<file path="config.mk">
export PLATFORM = sky130hd
export DESIGN_NAME = calc_entry_fsm
export DESIGN_NICKNAME = d
export VERILOG_FILES = /design/src/rtl/calc_entry_fsm_pkg.sv /design/src/rtl/calc_entry_fsm_bcd_entry_reg.sv /design/src/rtl/calc_entry_fsm.sv
export SDC_FILE = /design/constraint.sdc
export NUM_CORES = 1
export LEC_CHECK = 0
export BUFFER_PORTS_ARGS = -buffer_cell sky130_fd_sc_hd__buf_2
export CAP_MARGIN = 10
export CORE_MARGIN = 3
export CORE_UTILIZATION = 35
export CTS_CLUSTER_SIZE = 20
export DETAILED_ROUTE_END_ITERATION = 16
export PLACE_DENSITY_LB_ADDON = 0.15
export REMOVE_ABC_BUFFERS = 1
export SLEW_MARGIN = 20
export SYNTH_ARGS = -nofsm -noshare
export SYNTH_HDL_FRONTEND = slang
export SYNTH_SLANG_ARGS = --single-unit
</file>
<file path="constraint.sdc">
create_clock -name clk -period 5.1 [get_ports clk]
set_input_delay 0.255 -clock clk [delete_from_list [all_inputs] [get_ports clk]]
set_output_delay 0.255 -clock clk [all_outputs]
set_load 0.01 [all_outputs]
</file>
<file path="src/rtl/calc_entry_fsm_pkg.sv">
// rtl/calc_entry_fsm_pkg.sv - shared key, operation, state and display constants
package calc_entry_fsm_pkg;

  localparam logic [3:0] KEY_0 = 4'h0;
  localparam logic [3:0] KEY_1 = 4'h1;
  localparam logic [3:0] KEY_2 = 4'h2;
  localparam logic [3:0] KEY_3 = 4'h3;
  localparam logic [3:0] KEY_4 = 4'h4;
  localparam logic [3:0] KEY_5 = 4'h5;
  localparam logic [3:0] KEY_6 = 4'h6;
  localparam logic [3:0] KEY_7 = 4'h7;
  localparam logic [3:0] KEY_8 = 4'h8;
  localparam logic [3:0] KEY_9 = 4'h9;
  localparam logic [3:0] KEY_A = 4'hA;
  localparam logic [3:0] KEY_B = 4'hB;
  localparam logic [3:0] KEY_C = 4'hC;
  localparam logic [3:0] KEY_D = 4'hD;
  localparam logic [3:0] KEY_E = 4'hE;
  localparam logic [3:0] KEY_F = 4'hF;

  localparam logic [1:0] CALC_RST   = 2'd0;
  localparam logic [1:0] CALC_ADD   = 2'd1;
  localparam logic [1:0] CALC_SUB   = 2'd2;
  localparam logic [1:0] CALC_MULTI = 2'd3;

  typedef enum logic [1:0] {
    STAT_ILLEGAL = 2'b00,
    STAT_RESULT  = 2'b01,
    STAT_NUM_A   = 2'b10,
    STAT_NUM_B   = 2'b11
  } stat_e;

  localparam logic DISP_ENTRY  = 1'b0;
  localparam logic DISP_RESULT = 1'b1;

  function automatic logic is_digit(input logic [3:0] k);
    return k <= KEY_9;
  endfunction

  function automatic logic is_op(input logic [3:0] k);
    return (k == KEY_A) || (k == KEY_D) || (k == KEY_B);
  endfunction

  function automatic logic [1:0] op_code(input logic [3:0] k);
    case (k)
      KEY_A:   return CALC_ADD;
      KEY_D:   return CALC_SUB;
      KEY_B:   return CALC_MULTI;
      default: return CALC_RST;
    endcase
  endfunction

endpackage

</file>
<file path="src/rtl/calc_entry_fsm_bcd_entry_reg.sv">
// rtl/calc_entry_fsm_bcd_entry_reg.sv - BCD operand shift register with digit count and backspace
module bcd_entry_reg #(
  parameter int DIGITS = 2,
  parameter int CW     = $clog2(DIGITS + 1)
) (
  input  logic                clk,
  input  logic                rst,
  input  logic                clr,
  input  logic                load,
  input  logic [4*DIGITS-1:0] load_val,
  input  logic                push,
  input  logic                pop,
  input  logic [3:0]          digit,
  output logic [4*DIGITS-1:0] value,
  output logic [CW-1:0]       cnt
);

  localparam int W = 4 * DIGITS;

  logic [W-1:0]  base_val, value_d;
  logic [CW-1:0] base_cnt, cnt_d;

  // clr composes with push so a fresh operand can start with one digit in a single cycle
  always_comb begin
    base_val = clr ? '0 : value;
    base_cnt = clr ? '0 : cnt;
    value_d  = base_val;
    cnt_d    = base_cnt;
    if (load) begin
      value_d = load_val;
      cnt_d   = '0;
    end else if (push && (base_cnt < CW'(DIGITS))) begin
      value_d = (base_val << 4) | W'(digit);
      cnt_d   = base_cnt + CW'(1);
    end else if (pop && (base_cnt != '0)) begin
      value_d = base_val >> 4;
      cnt_d   = base_cnt - CW'(1);
    end
  end

  always_ff @(posedge clk or posedge rst) begin
    if (rst) begin
      value <= '0;
      cnt   <= '0;
    end else begin
      value <= value_d;
      cnt   <= cnt_d;
    end
  end

endmodule

</file>
<file path="src/rtl/calc_entry_fsm.sv">
// rtl/calc_entry_fsm.sv - keypad entry controller: edge detect, entry FSM, operand registers
module calc_entry_fsm #(
  parameter int DIGITS = 2,
  parameter int CW     = $clog2(DIGITS + 1)
) (
  input  logic                clk,
  input  logic                rst,
  input  logic [3:0]          key,
  input  logic                pressed,
  input  logic [4*DIGITS-1:0] result,
  output logic [4*DIGITS-1:0] num_a,
  output logic [4*DIGITS-1:0] num_b,
  output logic [1:0]          calc,
  output logic [1:0]          state,
  output logic                disp_sel,
  output logic [CW-1:0]       digit_cnt,
  output logic                entry_full,
  output logic                key_ack
);

  import calc_entry_fsm_pkg::*;

  stat_e       state_q, state_d;
  logic [1:0]  calc_q, calc_d;
  logic        disp_q, disp_d;
  logic        pressed_q, armed_q, key_ack_q;
  logic        ev;
  logic        clr_a, load_a, push_a, pop_a;
  logic        clr_b, push_b, pop_b;
  logic [CW-1:0] cnt_a, cnt_b;

  // armed_q blocks a level still held across reset until pressed has been seen low
  assign ev = pressed & ~pressed_q & armed_q;

  always_comb begin
    state_d = state_q;
    calc_d  = calc_q;
    disp_d  = disp_q;
    clr_a   = 1'b0;
    load_a  = 1'b0;
    push_a  = 1'b0;
    pop_a   = 1'b0;
    clr_b   = 1'b0;
    push_b  = 1'b0;
    pop_b   = 1'b0;
    if (state_q == STAT_ILLEGAL) begin
      clr_a   = 1'b1;
      clr_b   = 1'b1;
      calc_d  = CALC_RST;
      disp_d  = DISP_ENTRY;
      state_d = STAT_NUM_A;
    end else if (ev && (key == KEY_F)) begin
      clr_a   = 1'b1;
      clr_b   = 1'b1;
      calc_d  = CALC_RST;
      disp_d  = DISP_ENTRY;
      state_d = STAT_NUM_A;
    end else if (ev) begin
      case (state_q)
        STAT_NUM_A: begin
          if (is_digit(key)) begin
            push_a = 1'b1;
          end else if (key == KEY_C) begin
            pop_a = 1'b1;
          end else if (is_op(key)) begin
            calc_d  = op_code(key);
            clr_b   = 1'b1;
            state_d = STAT_NUM_B;
          end
        end
        STAT_NUM_B: begin
          if (is_digit(key)) begin
            push_b = 1'b1;
          end else if (key == KEY_C) begin
            pop_b = 1'b1;
          end else if (key == KEY_E) begin
            disp_d  = DISP_RESULT;
            state_d = STAT_RESULT;
          end
        end
        STAT_RESULT: begin
          if (is_op(key)) begin
            load_a  = 1'b1;
            clr_b   = 1'b1;
            calc_d  = op_code(key);
            disp_d  = DISP_ENTRY;
            state_d = STAT_NUM_B;
          end else if (is_digit(key)) begin
            clr_a   = 1'b1;
            push_a  = 1'b1;
            clr_b   = 1'b1;
            calc_d  = CALC_RST;
            disp_d  = DISP_ENTRY;
            state_d = STAT_NUM_A;
          end
        end
        default: ;
      endcase
    end
  end

  always_ff @(posedge clk or posedge rst) begin
    if (rst) begin
      state_q   <= STAT_NUM_A;
      calc_q    <= CALC_RST;
      disp_q    <= DISP_ENTRY;
      pressed_q <= 1'b0;
      armed_q   <= 1'b0;
      key_ack_q <= 1'b0;
    end else begin
      state_q   <= state_d;
      calc_q    <= calc_d;
      disp_q    <= disp_d;
      pressed_q <= pressed;
      armed_q   <= armed_q | ~pressed;
      key_ack_q <= ev;
    end
  end

  bcd_entry_reg #(.DIGITS(DIGITS), .CW(CW)) u_reg_a (
    .clk      (clk),
    .rst      (rst),
    .clr      (clr_a),
    .load     (load_a),
    .load_val (result),
    .push     (push_a),
    .pop      (pop_a),
    .digit    (key),
    .value    (num_a),
    .cnt      (cnt_a)
  );

  bcd_entry_reg #(.DIGITS(DIGITS), .CW(CW)) u_reg_b (
    .clk      (clk),
    .rst      (rst),
    .clr      (clr_b),
    .load     (1'b0),
    .load_val ('0),
    .push     (push_b),
    .pop      (pop_b),
    .digit    (key),
    .value    (num_b),
    .cnt      (cnt_b)
  );

  assign state      = state_q;
  assign calc       = calc_q;
  assign disp_sel   = disp_q;
  assign key_ack    = key_ack_q;
  // RESULT keeps showing operand B's count, which is the last operand edited
  assign digit_cnt  = (state_q == STAT_NUM_A) ? cnt_a : cnt_b;
  assign entry_full = (digit_cnt == CW'(DIGITS));

endmodule

</file>
# Word-level counts from Yosys, hierarchy flattened
# Index checks and enable logic that the tools add are counted.
# op_classes
add_sub_neg,4
n_lt_le_gt_ge,3
eq_ne,17
mux,82
bitwise,7
reduce_logical,17
# ops
operator,n
8-bit 2-to-1 mux,7
2-bit 2-to-1 mux,27
1-bit 2-to-1 mux,42
4-bit equality test (second input constant),6
4-bit inequality test (second input constant),6
8-bit by 4-bit OR with 8-bit output,2
2-bit one-hot mux with 3 select lines,2
6-bit AND reduction,2
9-bit AND reduction,1
4-bit nonzero test,2
2-bit equality test (second input constant),3
1-bit one-hot mux with 2 select lines,3
1-bit logical AND,5
5-bit inequality test (second input constant),1
5-bit nonzero test,1
2-bit by 1-bit adder with 2-bit output (second input constant),2
4-bit less-or-equal comparator (second input constant),1
2-bit less-than comparator (second input constant),2
2-bit one-hot mux with 2 select lines,1
2-bit nonzero test,2
2-bit by 1-bit subtractor with 2-bit output (second input constant),2
3-bit nonzero test,1
1-bit AND,2
2-bit by 1-bit equality test with 1-bit output (second input constant),1
other kinds (4),6
# totals
reg_bits,28
inputBits,15
out_inout_bits,25
elab_cells,140

# Longest topological paths before layout
# logic_depth
word_depth,15
depth_mapped,13
depth_no_buf,11

# Hierarchy
# From an unflattened synthesis, not the netlist that was laid out.
# unflattened
hier_cells,186
area_unflattened_um2,1895.6
# modules_own_cells
mod,n_inst,cells_each,area_each_um2
bcd_entry_reg,2,55,601.8
calc_entry_fsm,1,76,691.9

# Worst setup path before layout
# Ideal clock, no wire load.
# synth_timing
kind,reg2reg
startpoint,"reg state_q[0], in the netlist state[0]"
endpoint,reg u_reg_b.value[1]
setup_ps,95
t_arrival_ps,2384
slack_ps,2621
stages_incl_launch_ff,13
path_cell_list,dfrtp_1 > inv_1 > ha_1 > buf_2 > o211a_4 > o211ai_4 > a22oi_4 > or2_4 > ha_1 > nand4b_1 > buf_4 > mux2i_1 > o31ai_1
# synth_between
elab_chain_cells,10
# synth_lines
element,line,source
from (decl),calc_entry_fsm.sv:23,"stat_e state_q, state_d;"
from (signal assigned),calc_entry_fsm.sv:111,state_q <= state_d;
2-bit by 1-bit equality test with 1-bit output or 2-bit equality test (tied branches),calc_entry_fsm.sv:59,case (state_q)
1-bit one-hot mux with 2 select lines,calc_entry_fsm.sv:59,
1-bit 2-to-1 mux,calc_entry_fsm.sv:58,end else if (ev) begin
1-bit 2-to-1 mux,calc_entry_fsm.sv:52,end else if (ev && (key == KEY_F)) begin
1-bit 2-to-1 mux,calc_entry_fsm.sv:46,if (state_q == STAT_ILLEGAL) begin
2-bit 2-to-1 mux,calc_entry_fsm_bcd_entry_reg.sv:26,base_cnt = clr ? '0 : cnt;
2-bit nonzero test,calc_entry_fsm_bcd_entry_reg.sv:35,end else if (pop && (base_cnt != '0)) begin
1-bit logical AND,calc_entry_fsm_bcd_entry_reg.sv:35,
8-bit 2-to-1 mux,calc_entry_fsm_bcd_entry_reg.sv:35,
8-bit 2-to-1 mux *,calc_entry_fsm_bcd_entry_reg.sv:32,end else if (push && (base_cnt < CW'(DIGITS))) begin
net u_reg_b.value_d[1],calc_entry_fsm_bcd_entry_reg.sv:20,"logic [W-1:0] base_val, value_d;"
to (signal assigned),calc_entry_fsm_bcd_entry_reg.sv:46,value <= value_d;
to (decl),calc_entry_fsm_bcd_entry_reg.sv:14,"output logic [4*DIGITS-1:0] value,"
# Mark *: on every way through the listed nets, which the timed path passes. The rest lies on a longest branch.
# A chain may end at the register's enable or synchronous reset.

# Worst setup path after layout
# Same ends and word-level chain as after synthesis.

==> results.json <==
{
  "diodes": 0,
  "grt_max_degree": 29,
  "cp_max_fo": 10,
  "grt.overflow.total": 0,
  "fp.dieH_um": 78.1,
  "path_clk_slew_ps": 110,
  "drt_iter0_drc": 61,
  "grt_usage": 0.150,
  "io_pins": 40,
  "ys_warn_count": 0,
  "hold_class": "input port to async pin",
  "final.min_clock_period_ps": 2890,
  "finalHoldViolCount": 0,
  "numCtsBuffers": 3,
  "synth_cells": 177,
  "start_util": 0.373,
  "finalSetupViolCount": 0,
  "cts_root_buf": "clkbuf_8",
  "gp_congestion": 0.814,
  "yosysTopAreaCell": "dfrtp_1",
  "ant_nets": 0,
  "hpwl_mm": 3.26,
  "powerDensity_mw_per_mm2": 513,
  "endpoint": "u_reg_b.value[1]",
  "cts_resized": 0,
  "grt_pass1_wl_mm": 7.45,
  "critPathKind": "register to register",
  "area_growth_pct": 17.3,
  "fin_skew_ps": 4.71,
  "synthTopCellsByArea": "dfrtp_1, mux2i_1, ha_1",
  "cts_setup_buffers": 0,
  "instances_no_fill": 282,
  "drive_gt1_frac": 0.312,
  "grt_pass1_vias": 1462,
  "max_freq_ghz": 0.346,
  "holdBufCountCts": 0,
  "synth_seq_cells": 28,
  "dieArea_mm2": 0.00610,
  "layout_common_cells": "buf_2, dfrtp_1, nand2_1",
  "drc": 0,
  "cts_tree": "yes",
  "vias": 1492,
  "synth_ff_type": "dfrtp_1",
  "core_mm2": 0.00488,
  "period_share": 0.567,
  "r2r_end": "u_reg_b.value[1]",
  "worst_pin_slew_ps": 647,
  "yosys.cell_types.count": 55,
  "slew_headroom": 0.565,
  "rsz0062_at_grt": "no",
  "clockBufferDepth": 2,
  "maxCapViolCount": 0,
  "port_buffers": 39,
  "nNetsFinal": 238,
  "r2r_setup_slack_ps": 2210,
  "wl_per_cell_um": 15.7,
  "antenna_found_initial": 0,
  "cts_max_level": 1,
  "firstDrtPassIters": 4,
  "finalMaxSlewViolations": 0,
  "routed_wl_mm": 4.42,
  "avgViaCountPerCell": 5.29,
  "ys_seq_area_frac": 0.386,
  "worstPathRequired_ps": 5300,
  "synth_edf_count": 0,
  "dp_cells": 278,
  "critPathLaunchType": "register",
  "dieWidth_um": 78.1,
  "end_kind": "register",
  "status": "finished clean",
  "netlist_area_mm2": 0.00182,
  "final_common_cell": "buf_2",
  "final.setup.tns_ps": 0,
  "vdd_ir_drop_max_v": 0.000260,
  "r2r-start": "state[0]",
  "clk_latency_ps": 280,
  "num_rows": 25,
  "cp_data_arrival_time_ps": 3090,
  "synth_top_area_frac": 0.371,
  "async_flop_share": 1.00,
  "clock_sinks": 28,
  "leakage_nw": 1.04,
  "critPathLaunch": "state[0]",
  "avgSynthCellArea_um2": 10.3,
  "r2r_cells": 10
}
report_power, final:
part	switching (W)	total (W)	internal, W
combinational	0.000324	0.000558	0.000235
sequential	0.0000568	0.000354	0.000297
clock	0.0000770	0.000182	0.000105
final cells by class:
| class | count | area [µm²] |
|---|---|---|
| sequential | 28 | 702 |
| tap | 67 | 83.8 |
| timing repair buffer | 41 | 210 |
| fill | 496 | 2750 |
| clock inverter | 1 | 30.0 |
| multi-input combinational | 130 | 1020 |
| inverter | 12 | 45.0 |
| clock buffer | 3 | 41.3 |
worst min path at each step:
stage          slack, ps  startpoint               end  cells after the start
5_1_grt               50         rst  u_reg_b.value[7]                      3
6_report              20         rst    u_reg_b.cnt[0]                      3
3_5_place_dp         350         rst  u_reg_b.value[3]                      3
3_3_place_gp         350         rst  u_reg_b.value[2]                      3
4_1_cts               50         rst  u_reg_b.value[7]                      3
2_1_floorplan        290     pressed         pressed_q                      0
stage by stage:
stage | power [W] | util | worst slack [ps] | area, µm² | hold WS (ps)
2_1_floorplan | 0.000742 | - | 2160 | 1770 | 286
3_3_place_gp | 0.000919 | 0.423 | 2250 | 2060 | 345
3_5_place_dp | 0.000919 | 0.423 | 2230 | 2060 | 354
4_1_cts | 0.00110 | 0.437 | 2210 | 2130 | 47.5
5_1_grt | 0.00119 | 0.437 | 1980 | 2130 | 51.2
6_report | 0.00109 | 0.437 | 2210 | 2130 | 22.0
layer usage:
layer / GRT usage / part of all wire
met5: 0 / 0
met2: 0.250 / 0.48
met4: 0.0315 / 0.0066
met1: 0.209 / 0.49
met3: 0.0183 / 0.026
critical path, stage by stage (launching register included):
cell      delay (ps)
dfrtp_1          450
inv_1             90
ha_1             350
o211a_4          210
o211ai_4         220
a22oi_4          120
or2_4            260
ha_1             180
nand4b_1         490
mux2i_1          240
o31ai_1          190
registers in the layout, summed over array words and instances (netlist names):
signal and cells:
armed_q 1, calc 2, disp_sel 1, key_ack 1
pressed_q 1, state 2, u_reg_a.cnt 2, u_reg_a.value 8
u_reg_b.cnt 2, u_reg_b.value 8
Yosys cell counts, drive strengths merged (3+ instances only):
cell,instances
o21ai,10
nor3,3
dfrtp,27
nand3,8
o22ai,4
nand2,15
o21a,3
nor2,7
o211ai,4
or2,6
inv,12
a21oi,13
o2bb2ai,5
a22oi,10
ha,7
mux2i,9
buf,7
cells by family after synthesis:
group,Yosys count,share of synthesized area
buf+inv,19,0.0529
mux,10,0.0557
compound gates,58,0.257
flops,28,0.386
simple gates,54,0.196
fa+ha+maj,7,0.0481
xor+xnor,1,0.00481
Power figures use the tool's default switching activity.
